File: config.mk
export PLATFORM = sky130hd
export DESIGN_NAME = multicycle_control
export DESIGN_NICKNAME = d
export VERILOG_FILES = /design/src/rtl/multicycle_control.sv
export SDC_FILE = /design/constraint.sdc
export NUM_CORES = 1
export LEC_CHECK = 0
export CORE_MARGIN = 2
export CORE_UTILIZATION = 44
export CTS_BUF_LIST = sky130_fd_sc_hd__clkbuf_2 sky130_fd_sc_hd__clkbuf_4 sky130_fd_sc_hd__clkbuf_8
export DETAILED_ROUTE_END_ITERATION = 8
export HOLD_SLACK_MARGIN = 0.08
export PLACE_DENSITY_LB_ADDON = 0.2
export SLEW_MARGIN = 40
export SYNTH_ARGS = -nofsm -noshare
export SYNTH_HDL_FRONTEND = slang
export SYNTH_SLANG_ARGS = --single-unit
File: constraint.sdc
create_clock -name clk -period 1.7 [get_ports clk]
set_input_delay 0.34 -clock clk [delete_from_list [all_inputs] [get_ports clk]]
set_output_delay 0.34 -clock clk [all_outputs]
set_load 0.1 [all_outputs]
File: src/rtl/multicycle_control.sv
`default_nettype none
// ============================================================================
// Module   : multicycle_control
// Purpose  : Sequencing FSM for the multi-cycle RISC-V datapath. One ALU and
//            one unified instruction/data memory port are shared across the
//            fetch, decode, execute, memory and write-back steps. This block
//            generates every per-cycle select and write-enable from the
//            current state, the IR opcode and two status inputs.
// Ports    : clk            - system clock, rising edge
//            reset          - asynchronous active-low reset
//            Opcode_i       - IR[6:0], stable from DECODE until next FETCH
//            Mem_Ready_i    - memory completes the current access this cycle
//            Branch_Taken_i - ALU compare result, used only in BRANCH
//            PC_Write_o / PC_Src_o / IR_Write_o / Adr_Src_o / Mem_Req_o /
//            Mem_Write_o / Reg_Write_o / Result_Src_o / ALU_Src_A_o /
//            ALU_Src_B_o / ALU_Op_o / Branch_o / Illegal_o / Retire_o
//                           - datapath controls and status pulses
// Revision : 1.0 - initial release
// ============================================================================
module multicycle_control (
  input  logic       clk,
  input  logic       reset,
  input  logic [6:0] Opcode_i,
  input  logic       Mem_Ready_i,
  input  logic       Branch_Taken_i,
  output logic       PC_Write_o,
  output logic       PC_Src_o,
  output logic       IR_Write_o,
  output logic       Adr_Src_o,
  output logic       Mem_Req_o,
  output logic       Mem_Write_o,
  output logic       Reg_Write_o,
  output logic [1:0] Result_Src_o,
  output logic [1:0] ALU_Src_A_o,
  output logic [1:0] ALU_Src_B_o,
  output logic [2:0] ALU_Op_o,
  output logic       Branch_o,
  output logic       Illegal_o,
  output logic       Retire_o
);

  localparam logic [6:0] OP_R    = 7'h33;
  localparam logic [6:0] OP_I    = 7'h13;
  localparam logic [6:0] OP_LUI  = 7'h37;
  localparam logic [6:0] OP_LW   = 7'h03;
  localparam logic [6:0] OP_SW   = 7'h23;
  localparam logic [6:0] OP_B    = 7'h63;
  localparam logic [6:0] OP_JAL  = 7'h6F;
  localparam logic [6:0] OP_JALR = 7'h67;

  localparam logic [2:0] ALUOP_R   = 3'b000;
  localparam logic [2:0] ALUOP_I   = 3'b001;
  localparam logic [2:0] ALUOP_ADD = 3'b100;
  localparam logic [2:0] ALUOP_BR  = 3'b101;

  typedef enum logic [3:0] {
    S_IDLE      = 4'd0,
    S_FETCH     = 4'd1,
    S_DECODE    = 4'd2,
    S_MEM_ADDR  = 4'd3,
    S_MEM_READ  = 4'd4,
    S_MEM_WB    = 4'd5,
    S_MEM_WRITE = 4'd6,
    S_EXEC_R    = 4'd7,
    S_EXEC_I    = 4'd8,
    S_EXEC_U    = 4'd9,
    S_ALU_WB    = 4'd10,
    S_BRANCH    = 4'd11,
    S_JALR_ADDR = 4'd12,
    S_LINK      = 4'd13
  } state_t;

  state_t state_q, state_d;

  // Asynchronous reset forces IDLE at once; since every output is decoded
  // combinationally from the state, all outputs drop in the same cycle,
  // aborting any access in flight.
  always_ff @(posedge clk or negedge reset) begin
    if (!reset) state_q <= S_IDLE;
    else        state_q <= state_d;
  end

  always_comb begin
    state_d      = state_q;
    PC_Write_o   = 1'b0;
    PC_Src_o     = 1'b0;
    IR_Write_o   = 1'b0;
    Adr_Src_o    = 1'b0;
    Mem_Req_o    = 1'b0;
    Mem_Write_o  = 1'b0;
    Reg_Write_o  = 1'b0;
    Result_Src_o = 2'b00;
    ALU_Src_A_o  = 2'b00;
    ALU_Src_B_o  = 2'b00;
    ALU_Op_o     = 3'b000;
    Branch_o     = 1'b0;
    Illegal_o    = 1'b0;
    Retire_o     = 1'b0;

    case (state_q)
      S_IDLE: state_d = S_FETCH;

      S_FETCH: begin
        Mem_Req_o = 1'b1;
        // PC+4 goes straight from the ALU to the PC on the ready cycle.
        if (Mem_Ready_i) begin
          IR_Write_o   = 1'b1;
          PC_Write_o   = 1'b1;
          ALU_Src_B_o  = 2'b10;
          ALU_Op_o     = ALUOP_ADD;
          Result_Src_o = 2'b10;
          state_d      = S_DECODE;
        end
      end

      S_DECODE: begin
        // OldPC + imm is precomputed into ALUOut for branch/JAL targets.
        ALU_Src_A_o = 2'b01;
        ALU_Src_B_o = 2'b01;
        ALU_Op_o    = ALUOP_ADD;
        case (Opcode_i)
          OP_LW, OP_SW: state_d = S_MEM_ADDR;
          OP_R:         state_d = S_EXEC_R;
          OP_I:         state_d = S_EXEC_I;
          OP_LUI:       state_d = S_EXEC_U;
          OP_B:         state_d = S_BRANCH;
          OP_JAL:       state_d = S_LINK;
          OP_JALR:      state_d = S_JALR_ADDR;
          default: begin
            Illegal_o = 1'b1;
            Retire_o  = 1'b1;
            state_d   = S_FETCH;
          end
        endcase
      end

      S_MEM_ADDR: begin
        ALU_Src_A_o = 2'b10;
        ALU_Src_B_o = 2'b01;
        ALU_Op_o    = ALUOP_ADD;
        state_d     = (Opcode_i == OP_LW) ? S_MEM_READ : S_MEM_WRITE;
      end

      S_MEM_READ: begin
        Adr_Src_o = 1'b1;
        Mem_Req_o = 1'b1;
        if (Mem_Ready_i) state_d = S_MEM_WB;
      end

      S_MEM_WB: begin
        Result_Src_o = 2'b01;
        Reg_Write_o  = 1'b1;
        Retire_o     = 1'b1;
        state_d      = S_FETCH;
      end

      S_MEM_WRITE: begin
        Adr_Src_o   = 1'b1;
        Mem_Req_o   = 1'b1;
        Mem_Write_o = 1'b1;
        if (Mem_Ready_i) begin
          Retire_o = 1'b1;
          state_d  = S_FETCH;
        end
      end

      S_EXEC_R: begin
        ALU_Src_A_o = 2'b10;
        ALU_Src_B_o = 2'b00;
        ALU_Op_o    = ALUOP_R;
        state_d     = S_ALU_WB;
      end

      S_EXEC_I: begin
        ALU_Src_A_o = 2'b10;
        ALU_Src_B_o = 2'b01;
        ALU_Op_o    = ALUOP_I;
        state_d     = S_ALU_WB;
      end

      // LUI is computed as zero + imm through the I-logic ALU path.
      S_EXEC_U: begin
        ALU_Src_A_o = 2'b11;
        ALU_Src_B_o = 2'b01;
        ALU_Op_o    = ALUOP_I;
        state_d     = S_ALU_WB;
      end

      S_ALU_WB: begin
        Reg_Write_o = 1'b1;
        Retire_o    = 1'b1;
        state_d     = S_FETCH;
      end

      S_BRANCH: begin
        ALU_Src_A_o = 2'b10;
        ALU_Src_B_o = 2'b00;
        ALU_Op_o    = ALUOP_BR;
        Branch_o    = 1'b1;
        PC_Src_o    = 1'b1;
        PC_Write_o  = Branch_Taken_i;
        Retire_o    = 1'b1;
        state_d     = S_FETCH;
      end

      S_JALR_ADDR: begin
        ALU_Src_A_o = 2'b10;
        ALU_Src_B_o = 2'b01;
        ALU_Op_o    = ALUOP_ADD;
        state_d     = S_LINK;
      end

      // Link value OldPC+4 is written to rd while the PC loads the target
      // already held in ALUOut (from DECODE for JAL, JALR_ADDR for JALR).
      S_LINK: begin
        ALU_Src_A_o  = 2'b01;
        ALU_Src_B_o  = 2'b10;
        ALU_Op_o     = ALUOP_ADD;
        Result_Src_o = 2'b10;
        Reg_Write_o  = 1'b1;
        PC_Write_o   = 1'b1;
        PC_Src_o     = 1'b1;
        Retire_o     = 1'b1;
        state_d      = S_FETCH;
      end

      default: state_d = S_IDLE;
    endcase
  end

endmodule
`default_nettype wire

==> flow_metrics.py, run 1 <==
metrics = {
    "logic_synthesis": {
        "yosys-top-cells-area": "dfrtp_1, a21oi_1, nand2_1",
        "synthMostInstantiatedCell": "nand2_1",
        "ys_ff_latch": 4,
        "yosysTopAreaCell": "dfrtp_1",
        "synth_warnings": 0,
        "synth_cell_types": 34,
        "synth_edf_count": 0,
        "synth_top_area_frac": 0.139,
        "synthArstFlopShare": 1.00,
        "syn-instance-count": 113,
        "netlist_area_um2": 721,
        "synth.top_cells.by_count": "nand2_1, nor2_1, a21oi_1, o21ai_0, nor2b_1",
        "synthFlopType": "dfrtp_1",
        "synth_seq_area_share": 0.139,
        "syn_area_per_cell_um2": 6.38,
        "syn-num-nets": 124,
    },
    "floorplanning": {
        "fp.dieW_um": 44.5,
        "num_io_pins": 30,
        "start_util": 0.473,
        "die_h_um": 44.5,
        "rows": 14,
    },
    "run_status": {
        "status": "did not finish",
        "failed_stage": "detailed placement (3_5_place_dp)",
        "error": "[ERROR DPL-0038] Utilization greater than 100%, impossible to legalize",
    },
    "placement": {
        "place.gp.congestion": 0.890,
        "io_buffers": 28,
    },
}
[cell families after synthesis]
group | after synthesis | synth area share
AND/OR/NAND/NOR | 59 | 0.424
AO/OA/AOI/OAI | 36 | 0.307
XOR/XNOR | 1 | 0.0122
buffers and inverters | 11 | 0.0972
flip-flops | 4 | 0.139
other | 1 | 0.00520
multiplexers | 1 | 0.0156
[metrics by stage]
stage	TNS (ps)	cells	setup slack, ps	hold WS [ps]
2_1_floorplan	-1790	113	-331	44.4
3_3_place_gp	-1490	178	-407	546
==> inputs of run 2 (changes only) <==
Settings changed: CORE_AREA from default to 2 2 63 65, CORE_MARGIN 2 to default, CORE_UTILIZATION 44 to default, CTS_BUF_LIST sky130_fd_sc_hd__clkbuf_2 sky130_fd_sc_hd__clkbuf_4 sky130_fd_sc_hd__clkbuf_8 to default, DIE_AREA from default to 0 0 65 67, HOLD_SLACK_MARGIN 0.08 to default, PLACE_DENSITY_LB_ADDON 0.2 to 0.15.
==> flow_metrics.py, run 2 <==
metrics = {
    "run_status": {
        "violations": "setup timing",
        "status": "finished with violations",
    },
    "layout": {
        "largest-register": "state_q",
        "final_common_cell": "buf_4",
        "multi_input_area_um2": 873,
        "final_cell_mix": "buf_4, buf_12, buf_6",
        "drive_gt1_frac": 0.668,
        "syn_to_final_growth_pct": 175,
        "regArea_um2": 103,
        "diodes": 0,
        "reg_top3": "state_q x4",
        "final_nets": 196,
        "finish.utilization": 0.550,
        "nFillCells": 318,
        "largest_reg_flops": 4,
    },
    "global_routing": {
        "grt_start_max_net_pins": 13,
        "grt_use_total": 0.134,
        "antenna_found_initial": 0,
        "grt_pass1_vias": 1022,
        "gr-total-overflow": 0,
        "grt_pass1_wl_um": 4540,
    },
    "timing": {
        "fmaxAchievable_ghz": 0.566,
        "slew_viol_final": 0,
        "fin_ws_ps": -68.0,
        "fin_crit_ps": 1770,
        "finalSetupViolations": 9,
        "hold_viol_final": 0,
        "fin_crit_sh": 1.04,
        "finClkSkew_ps": 3.44,
        "setup_tns_ps": -242,
        "grt_setup_unrepaired": "yes",
    },
    "cts": {
        "root_buffer": "clkbuf_8",
        "clk_pin_slew_worst_paths_ps": 40,
        "cts-htree-levels": 1,
        "cts_buffers": 3,
        "cts_sinks": 4,
        "insertion_delay_ps": 220,
        "clock_path_buffers": 2,
        "cts_tree": "built",
    },
    "logic_synthesis": {
        "syn_area_per_cell_um2": 6.38,
        "ys_ff_latch": 4,
        "yosysTopAreaCell": "dfrtp_1",
        "yosys-top-cells-area": "dfrtp_1, a21oi_1, nand2_1",
        "synth.top_cells.by_count": "nand2_1, nor2_1, a21oi_1, o21ai_0, nor2b_1",
        "syn-instance-count": 113,
        "syn-num-nets": 124,
        "synth_warnings": 0,
        "synthFlopType": "dfrtp_1",
        "synth_top_area_frac": 0.139,
        "synth_cell_types": 34,
        "synthMostInstantiatedCell": "nand2_1",
        "synthArstFlopShare": 1.00,
        "netlist_area_um2": 721,
        "synth_edf_count": 0,
        "synth_seq_area_share": 0.139,
    },
    "worst_setup_path": {
        "cp-end-kind": "output port",
        "worst_r2r_endpoint": "state_q[1]",
        "crit_type": "input pin to output port",
        "r2r_slack_ps": 130,
        "reg2reg_from": "state_q[2]",
        "cp_max_fo": 4,
        "critPathSlowestCell": "o311ai_4",
        "critPathMaxStageDelay_ps": 290,
        "critical_path_required_ps": 1360,
        "crit_path_start_kind": "input pin",
        "path_cells": "buf_8, and4b_1, a21oi_2, a21oi_4, o311ai_4, buf_12",
        "worstPathArrival_ps": 1430,
        "worst-r2r-cell-count": 6,
    },
    "floorplanning": {
        "core-area_mm2": 0.00361,
        "num_io_pins": 30,
        "rows": 22,
        "die-area_mm2": 0.00436,
        "start_util": 0.200,
        "fp.dieW_um": 65,
        "die_h_um": 67,
    },
    "placement": {
        "hpwl_um": 2100,
        "place.gp.congestion": 0.832,
        "io_buffers": 28,
    },
    "routing": {
        "drt-total-wl_um": 2760,
        "drc": 0,
        "num_vias": 1066,
        "antenna_left": 0,
        "dr.pass1.iters": 4,
        "first_iter_violations": 33,
        "vias_per_cell": 4.59,
        "detail_route.wl_per_cell_um": 11.9,
    },
    "flow_run": {
        "max_cap_violations": 0,
    },
    "min_path": {
        "hold_class": "input pin to asynchronous set/reset pin",
    },
}
-- run 2: timing repair --
item,4_1_cts,5_1_grt
buffers inserted,12,6
setup endpoints to repair,17,17
pin swaps,14,11
resized for setup,63,14
hold buffers,0,0
-- run 2: through the flow --
step,instances,setup WS (ps),instance area [µm²],hold slack (ps)
CTS,226,-60.8,1890,335
global route,232,-91.1,1980,340
detailed placement,210,-450,1620,569
global placement,210,-418,1620,562
floorplan,113,-331,956,44.4
finish,232,-68.0,1980,330
-- run 2: cell type report --
type / count / share of cell area
clock buffer: 4 / 0.0227
inverter: 1 / 0.00189
multi-input combinational: 98 / 0.440
sequential: 4 / 0.0517
tap: 48 / 0.0303
timing repair buffer: 77 / 0.453
-- run 2: critical path: cells and delay by family --
kind	cells	cell delay [ps]
simple gates	1	210
buf+inv	2	310
compound gates	3	560
-- run 2: logic make-up (layout without fill, tap and decap cells) --
group,Yosys count,after routing,share of synthesized area
XOR/XNOR,1,1,0.0122
AND/OR/NAND/NOR,59,59,0.424
other,1,1,0.00520
multiplexers,1,1,0.0156
AO/OA/AOI/OAI,36,36,0.307
flip-flops,4,4,0.139
buffers and inverters,11,82,0.0972
-- run 2: metal layers --
metal	wire length, µm	vias to the layer above	global-route usage
li1	-	546	-
met1	1120	492	0.141
met2	1540	26	0.272
met3	81	2	0.00676
met4	22	0	0.0559
met5	0	-	0
-- run 2: worst max path at each step --
stage	from	end	slack, ps
after floorplan	state_q[2]	ALU_Src_A_o[1]	-330
after global placement	Opcode_i[4]	Retire_o	-420
after detailed placement	Opcode_i[6]	Retire_o	-450
after CTS	state_q[3]	ALU_Src_A_o[1]	-60
after global routing	Opcode_i[5]	Retire_o	-90
final	Opcode_i[5]	Retire_o	-70
Power of run 2 is not shown: default switching activity piles up to over one toggle a cycle in this logic, so the estimate is an artifact.
==> inputs of run 3 (changes only) <==
Settings changed: DONT_BUFFER_PORTS from default to 1.
==> flow_metrics.py, run 3 (same netlist as run 2, synthesis figures left out) <==
metrics = {
    "run_status": {
        "status": "finished with violations",
        "violations": "setup timing",
    },
    "timing": {
        "slew_viol_final": 0,
        "hold_viol_final": 0,
        "fin_crit_ps": 1840,
        "grt_setup_unrepaired": "yes",
        "fin_ws_ps": -141,
        "finClkSkew_ps": 1.87,
        "finalSetupViolations": 11,
        "fmaxAchievable_ghz": 0.543,
        "fin_crit_sh": 1.08,
    },
    "layout": {
        "final_cell_mix": "buf_4, buf_12, buf_6",
        "final_common_cell": "buf_4",
        "largest-register": "state_q",
        "diodes": 0,
        "reg_top3": "state_q x4",
        "final_nets": 172,
        "finish.utilization": 0.481,
        "drive_gt1_frac": 0.600,
        "syn_to_final_growth_pct": 141,
        "largest_reg_flops": 4,
    },
    "floorplanning": {
        "num_io_pins": 30,
        "fp.dieW_um": 65,
        "rows": 22,
        "start_util": 0.200,
        "die-area_mm2": 0.00436,
        "core-area_mm2": 0.00361,
        "die_h_um": 67,
    },
    "global_routing": {
        "grt_start_max_net_pins": 13,
        "gr-total-overflow": 0,
        "grt_use_total": 0.129,
        "antenna_found_initial": 0,
        "grt_pass1_wl_um": 4440,
        "grt_pass1_vias": 1027,
    },
    "placement": {
        "hpwl_um": 2000,
        "io_buffers": 0,
        "post-place-ws_ps": 1.04,
        "place.gp.congestion": 0.779,
    },
    "cts": {
        "root_buffer": "clkbuf_8",
        "insertion_delay_ps": 220,
        "cts_tree": "built",
        "clock_path_buffers": 2,
        "cts-htree-levels": 1,
        "clk_pin_slew_worst_paths_ps": 30,
        "cts_buffers": 3,
        "cts_sinks": 4,
    },
    "worst_setup_path": {
        "critPathSlowestCell": "dfrtp_2",
        "path_delay_family": "flip-flops",
        "crit_top_cell": "buf_12",
        "crit_buf_inv": 2,
        "cp-end-kind": "output port",
        "worstPathArrival_ps": 1500,
        "path_cells": "buf_12, nand2b_4, o311ai_4, buf_12",
        "cp_max_fo": 7,
        "crit_path_start_kind": "flip-flop",
        "critical_path_required_ps": 1360,
        "critPathMaxStageDelay_ps": 460,
        "crit_type": "flip-flop to output port",
    },
    "routing": {
        "dr.pass1.iters": 4,
        "drt-total-wl_um": 2710,
        "first_iter_violations": 14,
        "num_vias": 993,
        "drc": 0,
        "detail_route.wl_per_cell_um": 13.0,
        "vias_per_cell": 4.77,
        "antenna_left": 0,
    },
    "flow_run": {
        "max_cap_violations": 0,
    },
    "min_path": {
        "hold_class": "input pin to flip-flop",
    },
}
[run 3: final timing paths]
path | startpoint | endpoint | slack (ps) | cells after the start
worst max-delay path | state_q[0] | Retire_o | -140 | 4
worst min-delay path | Opcode_i[5] | state_q[2] | 280 | 1
worst max register to register | state_q[0] | state_q[1] | 70 | 6
worst min register to register | state_q[0] | state_q[3] | 830 | 3
max in group asynchronous | reset | state_q[0] | 1120 | 1
min in group asynchronous | reset | state_q[2] | 390 | 1
[run 3: stage by stage]
step	instances	instance area (µm²)	hold WS [ps]	setup TNS, ps
floorplan	113	956	44.4	-1790
finish	208	1740	275	-664
detailed placement	186	1390	44.5	0
global route	208	1740	275	-1260
global placement	186	1390	44.5	0
CTS	206	1660	276	-793
[run 3: timing repair]
action	in CTS	in global routing
resized for setup	26	14
pin swaps	7	6
setup buffers	15	2
endpoints found under the hold margin	4	0
endpoints found under the setup margin	19	18
hold buffers	1	0
[run 3: final cells by class]
cell class              instances  area (µm²)
multi-input cells              98         848
inverters                       1        3.75
fillers                       350        1870
clock buffers                   4        45.0
flip-flops and latches          4         105
repair buffers                 53         673
well taps                      48        60.1
[run 3: routing by layer]
layer,vias up,track usage,part of all wire
met1,469,0.146,0.41
met3,4,0.0135,0.035
met5,-,0,0
met4,0,0.0479,0.013
met2,25,0.249,0.54
li1,495,-,-
Power of run 3 is left out for the same reason.
